## config.mk

```make
export PLATFORM = sky130hd
export DESIGN_NAME = composite_timing_gen_flat
export DESIGN_NICKNAME = d
export VERILOG_FILES = /design/src/rtl/composite_timing_gen_if.sv /design/src/rtl/composite_timing_gen.sv /design/src/flat_wrapper.sv
export SDC_FILE = /design/constraint.sdc
export NUM_CORES = 1
export LEC_CHECK = 0
export ABC_AREA = 1
export CAP_MARGIN = 20
export CORE_MARGIN = 5
export CORE_UTILIZATION = 24
export DETAILED_ROUTE_END_ITERATION = 10
export RECOVER_POWER = 100
export REMOVE_ABC_BUFFERS = 1
export SLEW_MARGIN = 5
export SYNTH_ARGS = -nofsm -noshare
export SYNTH_HDL_FRONTEND = slang
export SYNTH_SLANG_ARGS = --single-unit
```

## constraint.sdc

```tcl
create_clock -name clk -period 5.7 [get_ports clk]
set_input_delay 1.14 -clock clk [delete_from_list [all_inputs] [get_ports clk]]
set_output_delay 1.14 -clock clk [all_outputs]
set_load 0.1 [all_outputs]
```

## src/rtl/composite_timing_gen_if.sv

```systemverilog
// Port bundle for the composite/RGB timing generator.
//
// Pacing contract: there is no valid/ready pair on this block. clk_en is a
// one-clock qualifier owned by the pixel-rate source and is never
// back-pressured. Registered outputs change only on clocks where clk_en is
// high. The strobes (next_frame, next_line, vblank_pulse) are high for exactly
// one clock, and only after a clock on which clk_en was high.
interface composite_timing_gen_if #(
  parameter int CBITS = 4
);
  // timing source / palette side
  logic                 clk_en;
  logic                 interlace;
  logic [3*CBITS-1:0]   rgb_in;
  // modulator / pin side
  logic                 next_frame;
  logic                 next_line;
  logic                 next_pixel;
  logic                 vblank_pulse;
  logic                 current_field;
  logic                 mode_active;
  logic [3*CBITS-1:0]   rgb_out;
  logic                 active;
  logic                 burst;
  logic                 sync_n;
  logic                 hsync_n;
  logic                 vsync_n;

  modport master (
    output clk_en, interlace, rgb_in,
    input  next_frame, next_line, next_pixel, vblank_pulse, current_field,
           mode_active, rgb_out, active, burst, sync_n, hsync_n, vsync_n
  );

  modport slave (
    input  clk_en, interlace, rgb_in,
    output next_frame, next_line, next_pixel, vblank_pulse, current_field,
           mode_active, rgb_out, active, burst, sync_n, hsync_n, vsync_n
  );
endinterface

```

## src/rtl/composite_timing_gen.sv

```systemverilog
// Half-line based composite sync and RGB timing generator.
// The horizontal counter runs over a full line. The vertical counter counts
// field half-lines, so that the equalization and broad pulses and the odd
// half-line interlace offset fall out of one counter. Every output is
// registered from the counter state seen on the clock that produces it.
module composite_timing_gen #(
  parameter int H_SYNC        = 118,
  parameter int H_BACK_PORCH  = 118,
  parameter int H_ACTIVE      = 1280,
  parameter int H_FRONT_PORCH = 72,
  parameter int H_VSYNC_LEN   = 678,
  parameter int H_EQ_LEN      = 58,
  parameter int BURST_START   = 132,
  parameter int BURST_END     = 196,
  parameter int FIELD_HL      = 525,
  parameter int V_EQ_HL       = 6,
  parameter int V_SYNC_HL     = 6,
  parameter int V_BURST_START = 22,
  parameter int V_ACT_START   = 42,
  parameter int V_ACT_HL      = 480,
  parameter int CBITS         = 4
) (
  input logic                   clk,
  input logic                   rst,
  composite_timing_gen_if.slave bus
);

  localparam int H_TOTAL     = H_SYNC + H_BACK_PORCH + H_ACTIVE + H_FRONT_PORCH;
  localparam int H_HALF      = H_TOTAL / 2;
  localparam int H_ACT_START = H_SYNC + H_BACK_PORCH;
  localparam int H_ACT_END   = H_ACT_START + H_ACTIVE;
  localparam int V_EQ2_START = V_EQ_HL + V_SYNC_HL;
  localparam int V_EQ2_END   = 2 * V_EQ_HL + V_SYNC_HL;
  localparam int V_ACT_END   = V_ACT_START + V_ACT_HL;
  localparam int HW          = $clog2(H_TOTAL);
  // Progressive fields are one half-line longer, so vhl must be able to hold FIELD_HL.
  localparam int VW          = $clog2(FIELD_HL + 1);
  localparam int RGB_W       = 3 * CBITS;

  // counter state
  logic [HW-1:0] hcnt;
  logic [VW-1:0] vhl;
  logic          field;
  logic          mode;        // 1 = interlaced, 0 = progressive
  logic          mode_pend;   // capture interlace on the first tick after reset
  logic          frame_pend;  // next next_line also carries next_frame

  // decode of the current state
  logic             h_end;
  logic             hl_tick;
  logic [VW-1:0]    fl_last;
  logic             field_end;
  logic [VW-1:0]    vhl_nxt;
  logic [HW-1:0]    p;
  logic             h_sync;
  logic             h_act;
  logic             h_burst;
  logic             eq;
  logic             vs;
  logic             v_act;
  logic             v_burst;
  logic             c_sync;
  logic             nl_d;
  logic [RGB_W-1:0] rgb_gated;

  // Decode the current counter state into horizontal, vertical and sync terms.
  always_comb begin
    h_end     = (hcnt == HW'(H_TOTAL - 1));
    hl_tick   = bus.clk_en && (h_end || (hcnt == HW'(H_HALF - 1)));
    fl_last   = mode ? VW'(FIELD_HL - 1) : VW'(FIELD_HL);
    field_end = (vhl == fl_last);
    vhl_nxt   = field_end ? '0 : vhl + VW'(1);

    p         = (hcnt >= HW'(H_HALF)) ? hcnt - HW'(H_HALF) : hcnt;
    h_sync    = (hcnt < HW'(H_SYNC));
    h_act     = (hcnt >= HW'(H_ACT_START)) && (hcnt < HW'(H_ACT_END));
    h_burst   = (hcnt >= HW'(BURST_START)) && (hcnt < HW'(BURST_END));

    eq        = (vhl < VW'(V_EQ_HL)) ||
                ((vhl >= VW'(V_EQ2_START)) && (vhl < VW'(V_EQ2_END)));
    vs        = (vhl >= VW'(V_EQ_HL)) && (vhl < VW'(V_EQ2_START));
    v_act     = (vhl >= VW'(V_ACT_START)) && (vhl < VW'(V_ACT_END));
    v_burst   = (vhl >= VW'(V_BURST_START)) && (vhl < VW'(V_ACT_END));

    // Broad pulses take priority over equalization, and both replace hsync.
    if (vs) begin
      c_sync = (p < HW'(H_VSYNC_LEN));
    end else if (eq) begin
      c_sync = (p < HW'(H_EQ_LEN));
    end else begin
      c_sync = h_sync;
    end

    // next_line fires on every line, one tick ahead of the first active pixel.
    nl_d      = (hcnt == HW'(H_ACT_START - 1));
    rgb_gated = (h_act && v_act) ? bus.rgb_in : '0;
  end

  // Advance the line/half-line/field counters and the applied scan mode on each tick.
  always_ff @(posedge clk or posedge rst) begin
    if (rst) begin
      hcnt       <= '0;
      vhl        <= '0;
      field      <= 1'b0;
      mode       <= 1'b1;
      mode_pend  <= 1'b1;
      frame_pend <= 1'b0;
    end else if (bus.clk_en) begin
      hcnt <= h_end ? '0 : hcnt + HW'(1);
      if (mode_pend) begin
        mode      <= bus.interlace;
        mode_pend <= 1'b0;
      end
      // The pending flag is consumed by the next next_line, which becomes next_frame.
      if (nl_d && frame_pend) begin
        frame_pend <= 1'b0;
      end
      if (hl_tick) begin
        vhl <= vhl_nxt;
        if (field_end) begin
          field <= ~field;
          // The scan mode changes only at a frame boundary (end of field 1).
          if (field) begin
            mode <= bus.interlace;
          end
        end
        if (vhl_nxt == VW'(V_ACT_START - 1)) begin
          frame_pend <= 1'b1;
        end
      end
    end
  end

  // Register the outputs: levels update on ticks only, strobes last one clock.
  always_ff @(posedge clk or posedge rst) begin
    if (rst) begin
      bus.next_frame    <= 1'b0;
      bus.next_line     <= 1'b0;
      bus.vblank_pulse  <= 1'b0;
      bus.next_pixel    <= 1'b0;
      bus.current_field <= 1'b0;
      bus.mode_active   <= 1'b1;
      bus.rgb_out       <= '0;
      bus.active        <= 1'b0;
      bus.burst         <= 1'b0;
      bus.sync_n        <= 1'b1;
      bus.hsync_n       <= 1'b1;
      bus.vsync_n       <= 1'b1;
    end else begin
      bus.next_line    <= bus.clk_en && nl_d;
      bus.next_frame   <= bus.clk_en && nl_d && frame_pend;
      bus.vblank_pulse <= hl_tick && field_end;
      if (bus.clk_en) begin
        bus.next_pixel  <= h_act;
        bus.active      <= h_act && v_act;
        bus.burst       <= h_burst && v_burst;
        bus.sync_n      <= ~c_sync;
        bus.hsync_n     <= ~h_sync;
        bus.vsync_n     <= ~vs;
        bus.rgb_out     <= rgb_gated;
        bus.mode_active <= mode;
        if (nl_d && frame_pend) begin
          bus.current_field <= field;
        end
      end
    end
  end

endmodule

```

## src/flat_wrapper.sv

```systemverilog
// flat-port wrapper written by rule: the top's interface ports become plain ports
module composite_timing_gen_flat 
#(
  parameter int H_SYNC        = 118,
  parameter int H_BACK_PORCH  = 118,
  parameter int H_ACTIVE      = 1280,
  parameter int H_FRONT_PORCH = 72,
  parameter int H_VSYNC_LEN   = 678,
  parameter int H_EQ_LEN      = 58,
  parameter int BURST_START   = 132,
  parameter int BURST_END     = 196,
  parameter int FIELD_HL      = 525,
  parameter int V_EQ_HL       = 6,
  parameter int V_SYNC_HL     = 6,
  parameter int V_BURST_START = 22,
  parameter int V_ACT_START   = 42,
  parameter int V_ACT_HL      = 480,
  parameter int CBITS         = 4
)
  (clk, rst, bus_clk_en, bus_interlace, bus_rgb_in, bus_next_frame, bus_next_line, bus_next_pixel, bus_vblank_pulse, bus_current_field, bus_mode_active, bus_rgb_out, bus_active, bus_burst, bus_sync_n, bus_hsync_n, bus_vsync_n);
  composite_timing_gen_if #(.CBITS(CBITS)) bus_i ();
  input logic clk;
  input logic rst;
  input wire logic [$bits(bus_i.clk_en)-1:0] bus_clk_en;
  input wire logic [$bits(bus_i.interlace)-1:0] bus_interlace;
  input wire logic [$bits(bus_i.rgb_in)-1:0] bus_rgb_in;
  output wire logic [$bits(bus_i.next_frame)-1:0] bus_next_frame;
  output wire logic [$bits(bus_i.next_line)-1:0] bus_next_line;
  output wire logic [$bits(bus_i.next_pixel)-1:0] bus_next_pixel;
  output wire logic [$bits(bus_i.vblank_pulse)-1:0] bus_vblank_pulse;
  output wire logic [$bits(bus_i.current_field)-1:0] bus_current_field;
  output wire logic [$bits(bus_i.mode_active)-1:0] bus_mode_active;
  output wire logic [$bits(bus_i.rgb_out)-1:0] bus_rgb_out;
  output wire logic [$bits(bus_i.active)-1:0] bus_active;
  output wire logic [$bits(bus_i.burst)-1:0] bus_burst;
  output wire logic [$bits(bus_i.sync_n)-1:0] bus_sync_n;
  output wire logic [$bits(bus_i.hsync_n)-1:0] bus_hsync_n;
  output wire logic [$bits(bus_i.vsync_n)-1:0] bus_vsync_n;
  assign bus_i.clk_en = bus_clk_en;
  assign bus_i.interlace = bus_interlace;
  assign bus_i.rgb_in = bus_rgb_in;
  assign bus_next_frame = bus_i.next_frame;
  assign bus_next_line = bus_i.next_line;
  assign bus_next_pixel = bus_i.next_pixel;
  assign bus_vblank_pulse = bus_i.vblank_pulse;
  assign bus_current_field = bus_i.current_field;
  assign bus_mode_active = bus_i.mode_active;
  assign bus_rgb_out = bus_i.rgb_out;
  assign bus_active = bus_i.active;
  assign bus_burst = bus_i.burst;
  assign bus_sync_n = bus_i.sync_n;
  assign bus_hsync_n = bus_i.hsync_n;
  assign bus_vsync_n = bus_i.vsync_n;
  composite_timing_gen #(.H_SYNC(H_SYNC), .H_BACK_PORCH(H_BACK_PORCH), .H_ACTIVE(H_ACTIVE), .H_FRONT_PORCH(H_FRONT_PORCH), .H_VSYNC_LEN(H_VSYNC_LEN), .H_EQ_LEN(H_EQ_LEN), .BURST_START(BURST_START), .BURST_END(BURST_END), .FIELD_HL(FIELD_HL), .V_EQ_HL(V_EQ_HL), .V_SYNC_HL(V_SYNC_HL), .V_BURST_START(V_BURST_START), .V_ACT_START(V_ACT_START), .V_ACT_HL(V_ACT_HL), .CBITS(CBITS)) u_core (.clk(clk), .rst(rst), .bus(bus_i));
endmodule
```

== Word-level counts from Yosys, hierarchy flattened ==
Index checks and enable logic that the tools add are counted.

* $add $sub $neg: 3
* Bitwise operators: 4
* Reduce and logical (&&, ||, !) cells: 18
* Magnitude comparators: 16
* Mux-type cells: 14
* Eq/ne operators: 5

{| class="wikitable"
|+ Operator list
! cell !! count
|-
| $ge 11x8->1 const B || 2
|-
| $mux 11 || 2
|-
| $logic_and 1x1->1 || 13
|-
| $mux 12 || 1
|-
| $add 11x1->11 const B || 1
|-
| $eq 11x10->1 const B || 1
|-
| $eq 11x11->1 const B || 1
|-
| $eq 11x8->1 const B || 1
|-
| $ge 11x10->1 const B || 1
|-
| $lt 11x10->1 const B || 1
|-
| $lt 11x11->1 const B || 1
|-
| $lt 11x6->1 const B || 1
|-
| $lt 11x7->1 const B || 1
|-
| $lt 11x8->1 const B || 1
|-
| $sub 11x10->11 const B || 1
|-
| $add 10x1->10 const B || 1
|-
| $eq 10x10->1 || 1
|-
| $eq 10x6->1 const B || 1
|-
| $ge 10x3->1 const B || 1
|-
| $ge 10x4->1 const B || 1
|-
| $ge 10x5->1 const B || 1
|-
| $ge 10x6->1 const B || 1
|-
| $lt 10x10->1 const B || 1
|-
| $lt 10x3->1 const B || 1
|-
| other kinds (8) || 22
|}

* Output and inout bits: 23
* Bits of input ports: 16
* Register bits after elaboration: 48
* Logic and storage cells: 78

== Longest topological paths before layout ==
* Word-level depth: 6
* Mapped depth: 17
* Gate-level depth less buffers: 16

== Least setup slack after synthesis ==
No wires, ideal clock.

* Path kind: in2reg
* From: input bus_clk_en
* To: register u_core.mode
* Path slack: 3.389 ns
* Setup time: 0.076 ns
* Data arrival time: 2.235 ns
* Path buffers: 1
* Stages: 12
* Data required time: 5.624 ns
* Path through: buf_2 -> clkinv_1 -> nor3_1 -> nand3_1 -> nand2_2 -> inv_2 -> nor2_4 -> nand2_1 -> nand2_1 -> nand2_1 -> nand2_1 -> nand2_1

* Word-level cells in the longest chain between the ends: 2

{| class="wikitable"
|+ RTL lines
! what !! RTL line !! RTL
|-
| from (decl) || flat_wrapper.sv:24 || <nowiki>input wire logic [$bits(bus_i.clk_en)-1:0] bus_clk_en;</nowiki>
|-
| $logic_and 1x1->1 || composite_timing_gen.sv:69 || <nowiki>hl_tick = bus.clk_en && (h_end || (hcnt == HW'(H_HALF - 1)));</nowiki>
|-
| $mux 1 || composite_timing_gen.sv:118 || <nowiki>if (hl_tick) begin</nowiki>
|-
| to (signal assigned) || composite_timing_gen.sv:111 || <nowiki>mode <= bus.interlace;</nowiki>
|-
| to (signal assigned) || composite_timing_gen.sv:124 || <nowiki>mode <= bus.interlace;</nowiki>
|-
| to (decl) || composite_timing_gen.sv:44 || <nowiki>logic mode;</nowiki>
|}

Parallel ways exist; a longest one is shown, timed or not.
A chain may end at the register's enable or synchronous reset.

== Worst setup path in the final report ==
* From: input bus_clk_en
* To: register u_core.frame_pend

* Word-level cells in the longest chain between the ends: 2

{| class="wikitable"
|+ RTL lines
! what !! RTL line !! RTL
|-
| $logic_and 1x1->1 || composite_timing_gen.sv:69 ||
|-
| $mux 1 || composite_timing_gen.sv:118 ||
|-
| to (signal assigned) || composite_timing_gen.sv:107 || <nowiki>frame_pend <= 1'b0;</nowiki>
|-
| to (signal assigned) || composite_timing_gen.sv:116 || <nowiki>frame_pend <= 1'b0;</nowiki>
|-
| to (signal assigned) || composite_timing_gen.sv:128 || <nowiki>frame_pend <= 1'b1;</nowiki>
|-
| to (decl) || composite_timing_gen.sv:46 || <nowiki>logic frame_pend;</nowiki>
|}

Parallel ways exist; a longest one is shown, timed or not.

==> results_tabular.tex <==
\begin{tabular}{lr}
\hline
Metric & Value \\
\hline
\multicolumn{2}{l}{\textbf{Outcome}} \\
Run status & finished, violations left \\
Violations in the final reports & capacitance limit, slew limit \\
\multicolumn{2}{l}{\textbf{Die}} \\
I/O pin cnt & 39 \\
DIE AREA & roughly 15000 um2 \\
Width of the die & 122 um \\
Std cell rows & 40 \\
Core Footprint & approximately 12000 um2 \\
Starting utilization of the core area & 24.7\% \\
Die Y-Extent & 122 um \\
\multicolumn{2}{l}{\textbf{Worst setup path}} \\
Chain of cells forming the critical path & dlygate4sd3\_1 > clkinv\_1 > clkbuf\_1 > nor4\_1 > nand4\_1 > nor3b\_1 > nand4\_1 > o21ai\_0 \\
Worst path buffer plus inverter count & 3 \\
Worst Reg-to-Reg Cells & 12 \\
Required time reported for the critical path endpoint & roughly 5.9 ns \\
Path type of the worst setup path & in2reg \\
Arrival time of data at the critical path endpoint & between 3 and 4 ns \\
Cell with the biggest individual delay on the critical path & dlygate4sd3\_1 \\
Cell with the most instances on the worst path & nand4\_1 \\
Crit end category & register \\
Launching element type of the critical path & input port \\
Max FO, Critical Path & 24 \\
Top Family by Delay on Critical Path & buffers and inverters \\
Depth of the critical timing path with buffers and inverters included & 8 \\
Largest incremental delay on the critical path & around 0.96 ns \\
\multicolumn{2}{l}{\textbf{Clock tree}} \\
Resize count post-CTS & 0 \\
CTS tree & done \\
CTS Root Cell & clkbuf\_16 \\
Buffer count from post-CTS setup fixing & 0 \\
Hold bufs inserted after CTS & 0 \\
Source-to-sink clock delay at the later pin of the worst-skew pair & 0.29 ns \\
Number of buffers created by CTS & 5 \\
Clock Path Buffers & 2 \\
Clock-pin slew of the registers on the worst-case setup and hold paths & roughly 0.070 ns \\
Number of clock sinks & 48 \\
CTS H-Tree Depth & 2 \\
\multicolumn{2}{l}{\textbf{Run}} \\
Count of max-cap constraint violations & 1 \\
\multicolumn{2}{l}{\textbf{Worst hold path}} \\
HP Class & reg2reg \\
Worst Hold Depth & 2 \\
\multicolumn{2}{l}{\textbf{Global routing}} \\
Antenna violations before repair & 0 \\
Global route overflow & 0 \\
GRT Total Usage & a little over a tenth \\
First-pass GRT wire length & about 13000 um \\
Via count of the first global-routing pass & approximately 2900 \\
Pin count of the biggest net entering global routing & between 40 and 50 \\
\multicolumn{2}{l}{\textbf{Drt}} \\
DR vias/cell & 4.48 \\
Total iterations of the first detailed-routing run & 5 \\
Avg WL per Cell & between 10 and 15 um \\
Number of DRC markers in iteration 0 & approximately 310 \\
Routed Wire Length & between 7000 and 8000 um \\
Total via count in the routed design & approximately 2800 \\
Detail Route Antenna Nets & 0 \\
Remaining design rule violation count & 0 \\
\multicolumn{2}{l}{\textbf{Logic synthesis}} \\
Total of warnings raised by yosys & 0 \\
Share of the yosys chip area belonging to registers & 40.2\% \\
EDFF count, synth & 0 \\
Fraction of synthesized cell area taken by the top area cell type & about a third \\
Mean post-synth cell area & $\sim$7.4 um2 \\
Synthesized flop and latch total & 48 \\
Mapped cell area & approximately 3000 um2 \\
Main area contributors after synthesis & dfrtp\_1 35\%, nand2\_1 13\%, inv\_1 7.4\% \\
Number of different library cells in the post-synthesis netlist & 42 \\
Top FF cell, synth & dfrtp\_1 \\
Cell count after synthesis & a little over 400 \\
Largest area contributor in the netlist & dfrtp\_1 \\
Share of synthesized flip-flops with an asynchronous set or reset & 100\% \\
\multicolumn{2}{l}{\textbf{STA}} \\
Worst Skew & 0.00760 ns \\
Least-Margin Pin Slew & between 1.5 and 2 ns \\
Normalized max-slew margin & -24.6\% \\
Clock period minus final worst setup slack & $\sim$3.6 ns \\
Max Freq & 282 MHz \\
Total negative slack & 0 ns \\
Final worst-path cycle share & between 60 and 70\% \\
Final-report setup violation count & 0 \\
Number of max-slew violations in the final report & 35 \\
Hold Violations, Final & 0 \\
RSZ-0062 raised after global routing & no \\
\multicolumn{2}{l}{\textbf{Final layout}} \\
Largest registers & u\_core.bus.rgb\_out (12), u\_core.hcnt (11), u\_core.vhl (10) \\
Number of fill cells & $\sim$1300 \\
Fraction of final layout cells sized beyond drive strength 1 & between 8 and 9\% \\
Area of combinational cells with multiple inputs & 1470 um2 \\
Final non-filler cell total & 614 \\
Final net count & between 400 and 500 \\
Area growth syn-to-layout & 24.5\% \\
Storage cell area & around 1200 um2 \\
Flip-flop count of the largest register after layout & 12 \\
Post-layout util & 30.8\% \\
Number of diodes & 0 \\
Biggest register & u\_core.bus.rgb\_out \\
\multicolumn{2}{l}{\textbf{Pwr}} \\
Gate power share & 36.4\% \\
Power density of the placed cells & around 360 nW/um2 \\
Net switching fraction of the power & approximately two fifths \\
Proportion of power drawn by the clock network & between 30\% and 40\% \\
Switching power & between 500 and 600 uW \\
Leak & between 1.5 and 2 nW \\
Final Total Pwr & between 1 and 1.5 mW \\
Maximum resistive drop on vdd & approximately 0.22 mV \\
Internal power contribution & between 800 and 900 uW \\
Share of total power in sequential cells & about a third \\
\multicolumn{2}{l}{\textbf{Place}} \\
Placed wire-length estimate after detailed placement & between 5000 and 6000 um \\
Gpl congestion & between 0.9 and 1 \\
Cell Count Post-Placement & slightly above 600 \\
I/O Buffers & 38 \\
\hline
\end{tabular}
==> layout make-up <==
class | count | share of cell area [%]
clock buffers | 5 | 3.34
clock inverters | 3 | 2.40
inverters | 67 | 6.75
repair buffers | 40 | 10.4
well taps | 168 | 5.61
flip-flops and latches | 48 | 32.3
multi-input cells | 283 | 39.3
==> worst min-delay path, stage by stage (launching register included) <==
cell and delay (ns):
dfstp_2 0.37, nand2_1 0.05, nand2_1 0.05
==> cells by family after synthesis <==
| kind of cell | after synthesis | share of synthesized area, % |
|---|---|---|
| AO/OA/AOI/OAI | 51 | 10.3 |
| XOR/XNOR | 12 | 3.49 |
| adder cells (fa/ha/maj) | 6 | 2.50 |
| buffers and inverters | 77 | 10.6 |
| flip-flops | 48 | 40.2 |
| multiplexers | 2 | 0.749 |
| AND/OR/NAND/NOR | 212 | 32.2 |
==> cell usage after synthesis, types with 2 or more instances <==
cell type and instances:
nand2_4 2, buf_2 4, o21ai_0 34, nand3_1 31, dfrtp_1 42, mux2_2 2, nor2_1 32, nand2_2 9
o21a_1 2, dfstp_2 6, xor2_1 10, clkbuf_1 3, nand2_1 107, nor4_1 3, ha_1 6, inv_2 6
a21oi_1 4, nor2_4 3, inv_1 59, nor3_1 9, nand4_1 11, xnor2_1 2, nor2_2 2
==> cells in the final DEF (no fill, tap or decap), drive strengths merged, types with 2 or more instances in the layout <==
cell type	count
nor4	3
clkinv	2
clkbuf	7
nor2	37
nand2	118
nand4	11
dlygate4sd3	25
nor3	9
clkdlybuf4s50	13
nand3	33
o21a	2
mux2	2
bufinv	3
a21oi	6
xor2	10
inv	65
ha	6
o21ai	34
dfrtp	42
xnor2	2
dfstp	6
==> routing by layer <==
layer / track usage, % / vias to the layer above / wire length [um]
li1: - / 1373 / -
met1: 13.7 / 1255 / 3330
met2: 17.8 / 110 / 3530
met3: 2.32 / 15 / 430
met4: 4.20 / 0 / 184
met5: 0 / - / 0
==> worst paths after layout <==
| check | from | end | slack, ns |
|---|---|---|---|
| max | bus_clk_en | u_core.frame_pend | 2.15 |
| min in group asynchronous | rst | u_core.bus.rgb_out[10] | 1.34 |
| max in group asynchronous | rst | u_core.hcnt[10] | 2.23 |
| min | u_core.bus.mode_active | u_core.bus.mode_active | 0.47 |
| max reg2reg | u_core.hcnt[1] | u_core.mode | 3.21 |
| min reg2reg | u_core.bus.mode_active | u_core.bus.mode_active | 0.47 |
==> power by group through the flow <==
| stage | sequential, mW | combinational (mW) | clock, mW |
|---|---|---|---|
| global placement | 0.435 | 0.486 | 0 |
| floorplan | 0.495 | 0.313 | 0 |
| finish | 0.432 | 0.488 | 0.419 |
| global route | 0.435 | 0.549 | 0.446 |
| CTS | 0.429 | 0.492 | 0.431 |
| detailed placement | 0.435 | 0.489 | 0 |
==> per-stage QoR <==
step                area, um2  worst slack, ns  hold WS, ns
CTS                      3760             2.54        0.473
global route             3750             1.71        0.485
floorplan                2940             3.13        0.432
finish                   3750             2.15        0.467
detailed placement       3540             2.26        0.461
global placement         3540             2.39        0.445
Note: power is estimated with default switching activity, not from simulation.
